## config.mk

```make
export PLATFORM = sky130hd
export DESIGN_NAME = arb_mux
export DESIGN_NICKNAME = d
export VERILOG_FILES = /design/src/rtl/arb_mux.sv
export SDC_FILE = /design/constraint.sdc
export NUM_CORES = 1
export LEC_CHECK = 0
export CORE_ASPECT_RATIO = 1.75
export CORE_MARGIN = 2
export CORE_UTILIZATION = 25
export DETAILED_ROUTE_END_ITERATION = 10
export GPL_ROUTABILITY_DRIVEN = 1
export GPL_TIMING_DRIVEN = 1
export PLACE_DENSITY = 0.72
export REMOVE_ABC_BUFFERS = 1
export SKIP_LAST_GASP = 1
export SYNTH_ARGS = -nofsm -noshare
export SYNTH_HDL_FRONTEND = slang
export SYNTH_SLANG_ARGS = --single-unit
```

## constraint.sdc

```tcl
create_clock -name Clk -period 1.81 [get_ports Clk]
set_input_delay 0.362 -clock Clk [delete_from_list [all_inputs] [get_ports Clk]]
set_output_delay 0.362 -clock Clk [all_outputs]
set_load 0.02 [all_outputs]
```

## src/rtl/arb_mux.sv

```systemverilog
// arb_mux: N-channel to one-output multiplexer with a single registered
// output stage. MODE=0 picks the channel named by Sel; MODE=1 arbitrates
// round-robin starting at a rotating pointer. One word per cycle when the
// downstream keeps OutReady high.
module arb_mux #(
    parameter int WIDTH    = 64,
    parameter int CHANNELS = 4,
    parameter int MODE     = 0,
    localparam int SW      = (CHANNELS > 2) ? $clog2(CHANNELS) : 1
) (
    input  logic                         Clk,
    input  logic                         ResetN,
    input  logic [CHANNELS*WIDTH-1:0]    In,
    input  logic [CHANNELS-1:0]          InValid,
    output logic [CHANNELS-1:0]          InReady,
    input  logic [SW-1:0]                Sel,
    output logic [WIDTH-1:0]             Out,
    output logic [SW-1:0]                OutChan,
    output logic                         OutValid,
    input  logic                         OutReady
);

    // channel count at index width + 1, so Sel/pointer compares never overflow
    localparam logic [SW:0] CH_W = CHANNELS[SW:0];

    logic [CHANNELS-1:0][WIDTH-1:0] in_arr;
    logic                           space;
    logic                           sel_ok;
    logic                           rr_vld;
    logic [SW-1:0]                  rr_gnt;
    logic [SW:0]                    idx;
    logic                           gnt_vld;
    logic [SW-1:0]                  gnt;
    logic                           xfer;
    logic [SW-1:0]                  ptr;

    assign in_arr = In;

    // output slot can take a word if empty or being drained this cycle
    assign space = !OutValid || OutReady;

    // external select: out-of-range Sel (non-power-of-two CHANNELS) never grants
    assign sel_ok = ({1'b0, Sel} < CH_W) && InValid[Sel];

    // round-robin scan from ptr; descending offsets so the lowest offset wins
    always_comb begin
        rr_vld = 1'b0;
        rr_gnt = '0;
        idx    = '0;
        for (int k = CHANNELS - 1; k >= 0; k--) begin
            idx = {1'b0, ptr} + k[SW:0];
            if (idx >= CH_W)
                idx = idx - CH_W;
            if (InValid[idx[SW-1:0]]) begin
                rr_vld = 1'b1;
                rr_gnt = idx[SW-1:0];
            end
        end
    end

    assign gnt_vld = (MODE == 1) ? rr_vld : sel_ok;
    assign gnt     = (MODE == 1) ? rr_gnt : Sel;
    assign xfer    = gnt_vld && space;

    // per-lane accept strobe; depends only on valids, select and output state,
    // and is forced low while reset is held
    for (genvar i = 0; i < CHANNELS; i++) begin : g_rdy
        assign InReady[i] = ResetN & space & gnt_vld & (gnt == SW'(i));
    end

    // output register: load on transfer, otherwise drop valid once drained
    always_ff @(posedge Clk or negedge ResetN) begin
        if (!ResetN) begin
            Out      <= '0;
            OutChan  <= '0;
            OutValid <= 1'b0;
        end else if (xfer) begin
            Out      <= in_arr[gnt];
            OutChan  <= gnt;
            OutValid <= 1'b1;
        end else if (OutReady) begin
            OutValid <= 1'b0;
        end
    end

    // round-robin pointer moves just past the channel that was served
    always_ff @(posedge Clk or negedge ResetN) begin
        if (!ResetN)
            ptr <= '0;
        else if (xfer && MODE == 1)
            ptr <= ({1'b0, gnt} == CH_W - 1'b1) ? '0 : gnt + 1'b1;
    end

endmodule

```

Word-level counts from Yosys, hierarchy flattened
Index checks and enable logic that the tools add are counted.
W data, S select, Z words.

storage, ports and cells
  register bits = 67
  output and inout port bits = 71
  input port bits = 265
  word-level logic and storage cells = 24

operators by class
  bitwise logic cells = 6
  magnitude comparators = 1
  muxes and demuxes = 6
  reduce and logical (&&, ||, !) cells = 5
  equal/unequal tests = 3

operators by type and width
  kind                  count
  $bmux W64 S2          1
  $mux W64              1
  $and A1 B1 Y1         6
  $eq A2 B2 Y1 const B  2
  $lt A2 B3 Y1 const B  1
  $mux W1               3
  $bmux W1 S2           1
  $eq A2 B1 Y1 const B  1
  $logic_not A2 Y1      1
  $reduce_bool A2 Y1    1
  $logic_and A1 B1 Y1   1
  $logic_not A1 Y1      1
  $logic_or A1 B1 Y1    1

Logic depth before layout (Yosys ltp)
  word-level depth = 5
  mapped depth = 7
  mapped depth without buffers = 4

Worst setup path before layout
OpenSTA, ideal clock, no wires.

  path kind = input port to flip-flop
  start = in Sel[1]
  end = reg Out[0]
  arrival = 1678 ps
  setup time = 125 ps
  data required time = 1685 ps
  path buffers = 3
  setup slack = 7 ps
  stages = 7
  cells stage by stage = buf_4 mux2_4 and3_4 nor2_4 buf_8 buf_12 mux2_4

between the ends
  word-level cells in the longest chain between the ends = 3
  elaborated cells between the ends (all ways) = 5
  those cells by class = mux: 4; reduce/logical: 1

ends and longest elaborated chain
  element                        RTL line  text
  start, declared                16        input logic [SW-1:0] Sel,
  $bmux W1 S2                    43        assign sel_ok = ({1'b0, Sel} < CH_W) && InValid[Sel];
  $mux W1 (implied by the code)  43
  $logic_and A1 B1 Y1            63        assign xfer = gnt_vld && space;
  end signal, assigned           78        Out <= in_arr[gnt];
  end, declared                  17        output logic [WIDTH-1:0] Out,

Several ways; a longest one is shown, not always the timed one. The select of a mux whose other input is x is not followed.
A chain may end at the register's enable or synchronous reset.

Final worst setup path
  start = reg OutValid
  end = out InReady[0]

between the ends
  word-level cells in the longest chain between the ends = 5

ends and longest elaborated chain
  element                     RTL line  text
  start, declared             19        output logic OutValid,
  start signal, assigned      76        OutValid <= 1'b0;
  start signal, assigned      80        OutValid <= 1'b1;
  start signal, assigned      82        OutValid <= 1'b0;
  $logic_not A1 Y1            40        assign space = !OutValid || OutReady;
  $logic_or A1 B1 Y1          40
  $and A1 B1 Y1 (3 in a row)  68        assign InReady[i] = ResetN & space & gnt_vld & (gnt == SW'(i));
  end, declared               15        output logic [CHANNELS-1:0] InReady,

No other way between the ends.

==> metrics.yaml <==
outcome:
  status: "completed"
floorplanning:
  rows: 64
  die_h_um: 179.3
  boundaryPins: 336
  fp.dieW_um: 104.1
  dieArea_mm2: 0.01867
  floorplan.initialDensity: 0.2525
  coreArea_mm2: 0.01738
drt:
  drc: 0
  ant_nets: 0
  dr.pass1.iters: 4
  vias_per_cell: 4.592
  num_vias: 3793
  drtIter0Drc: 104
  wire_per_inst_um: 20.54
  drt-total-wl_mm: 16.97
logic_synthesis:
  ys_seq_elements: 67
  synth_top_family_by_area: "multiplexers"
  synth_fa_ha_area_frac: 0
  async_flop_share: 1.000
  ys_types: 22
  syn_inst: 237
  synth.area.mux_share: 0.5438
  seq_area_frac_synth: 0.3821
  avgSynthCellArea_um2: 18.51
  yosysWarnings: 0
  synth_edf_count: 0
  synth_top_area_frac: 0.3821
  syn_area_mm2: 0.004388
  synth_area_leaders: "dfrtp_1 38%, mux4_2 33%, mux2_4 17%"
  synth-xor-area-share: 0
  synth-main-ff-cell: "dfrtp_1"
  synth_top_cell_by_area: "dfrtp_1"
  synth-compound-area-share: 0.002851
  synth_simple_gate_area_frac: 0.01996
critical_path:
  required_ns: 1.45
  crit_end: "InReady[0]"
  reg2regPathDepth: 8
  startpoint: "OutValid$_DFFE_PN0P_"
  arrival_ns: 1.44
  path_max_fanout: 3
  end_kind: "output pin"
  crit_type: "reg -> out"
  start_kind: "register"
  rr_startpoint: "OutValid$_DFFE_PN0P_"
  reg2reg_to: "Out[41]$_DFFE_PN0P_"
  ff2ff_setup_slack_ns: 0.06
global_routing:
  grt_first_pass_wirelength_mm: 25.28
  first_global_vias: 4296
  grt.total_usage: 0.1790
  grt_max_degree: 68
  gr-total-overflow: 0
  grt_antenna_before_repair: 1
final_layout:
  multi_input_area_mm2: 0.002520
  fin_util: 0.4955
  area_delta_synth_final_pct: 96.24
  ff_latch_area_mm2: 0.001677
  final_common_cell: "clkdlybuf4s50_1"
  drive_above_1_share: 0.3193
  layout_common_cells: "323 x clkdlybuf4s50_1, 67 x dfrtp_1, 64 x mux4_2"
  antenna_cells: 0
  finalInstanceArea_mm2: 0.008611
  fillers: 1523
  nets: 855
clock_network:
  cts_tree: "done"
  max-clock-path-buffers: 2
  clk_pin_slew_ns: 0.06
  cts_root_buffer: "clkbuf_16"
  cts.sinks: 67
  clk_latency_ns: 0.33
  cts_inserted_buffers: 9
  h-tree-depth: 3
placement:
  gp_congestion: 0.8705
  port_buffers: 335
  pre_cts_slack_ns: -0.5897
  place_area_mm2: 0.008001
  dp_hpwl_mm: 13.41
power:
  p_leak_nw: 3.489
  p_total_w: 0.007365
  ir_drop_v: 0.0003685
  p_per_area_mw_per_mm2: 855.3
timing:
  tightest_slew_ns: 0.8707
  rsz0062_at_grt: "yes"
  fin_crit_sh: 0.9966
  setup_violations: 0
  tns_ns: 0
  max_freq_mhz: 554.4
  setup_slack_ns: 0.006170
  slew_violations: 0
  slew_headroom: 0.4195
  hold_viol_final: 0
  finalClockSkew_ns: 0.009881
  finalCriticalPeriod_ns: 1.804
hold_path:
  hp-class: "in -> async"
flow_run:
  drv_cap: 0
==> worst min path at each step <==
stage                                   endpoint                 from  cells past startpoint
after detailed placement     Out[45]$_DFFE_PN0P_  Out[45]$_DFFE_PN0P_                      1
after global placement       Out[59]$_DFFE_PN0P_  Out[59]$_DFFE_PN0P_                      1
after CTS                    Out[57]$_DFFE_PN0P_               ResetN                      2
after global routing         Out[57]$_DFFE_PN0P_               ResetN                      2
after floorplan           OutChan[0]$_DFFE_PN0P_               ResetN                      0
final                        Out[57]$_DFFE_PN0P_               ResetN                      2
==> report_power, final <==
group | leakage, nW | internal (W) | switching (W)
registers | 0.783 | 0.00190 | 0.000233
clock network | 0.156 | 0.00125 | 0.000662
logic | 2.55 | 0.00206 | 0.00126
==> final cells by class <==
class                      instances  area share
timing repair buffer             365      0.4397
multi-input combinational        144      0.2926
sequential                        67      0.1947
tap                              231     0.03357
clock buffer                      11     0.02819
clock inverter                     5    0.009881
inverter                           3    0.001308
==> flip-flops by register name (all words and copies together), names as in the netlist <==
signal	flops
Out	64
OutChan	2
OutValid	1
==> stage by stage <==
step | hold WS (ns) | instances
floorplan | 0.06641 | 214
global placement | 0.4899 | 799
detailed placement | 0.4923 | 799
CTS | 0.2970 | 826
global route | 0.3632 | 826
finish | 0.2661 | 826
==> layer usage <==
layer	vias up	GRT usage	share of wire
li1	1675	-	-
met1	1898	0.2044	0.36
met2	189	0.3221	0.55
met3	29	0.04580	0.064
met4	2	0.06644	0.026
met5	-	0	0.00041
==> worst max-delay path: stages (launching register included) <==
cell	delay, ns
dfrtp_1	0.40
nand2b_4	0.08
nor3b_4	0.24
and4_4	0.26
buf_6	0.11
==> cell usage after synthesis, types with 2 or more instances <==
| cell | n |
|---|---|
| buf_12 | 5 |
| dfrtp_1 | 67 |
| and4_1 | 2 |
| buf_2 | 4 |
| buf_4 | 6 |
| nor2_1 | 3 |
| mux2_4 | 51 |
| mux4_2 | 64 |
| clkbuf_1 | 6 |
| mux2_2 | 15 |
| inv_1 | 3 |
==> cell families after synthesis <==
logic type	after synthesis
multiplexers	131
AND/OR/NAND/NOR	11
flip-flops	67
AO/OA/AOI/OAI	2
buffers and inverters	26
==> timing repair <==
| item | CTS | global route |
|---|---|---|
| gates resized for setup | 38 | 5 |
| hold buffers | 0 | 0 |
| setup buffers | 6 | 0 |
| pin swaps | 3 | 2 |
| setup endpoints to repair | 69 | 4 |
| gates cloned | 6 | 0 |
(Power assumes the default switching activity.)
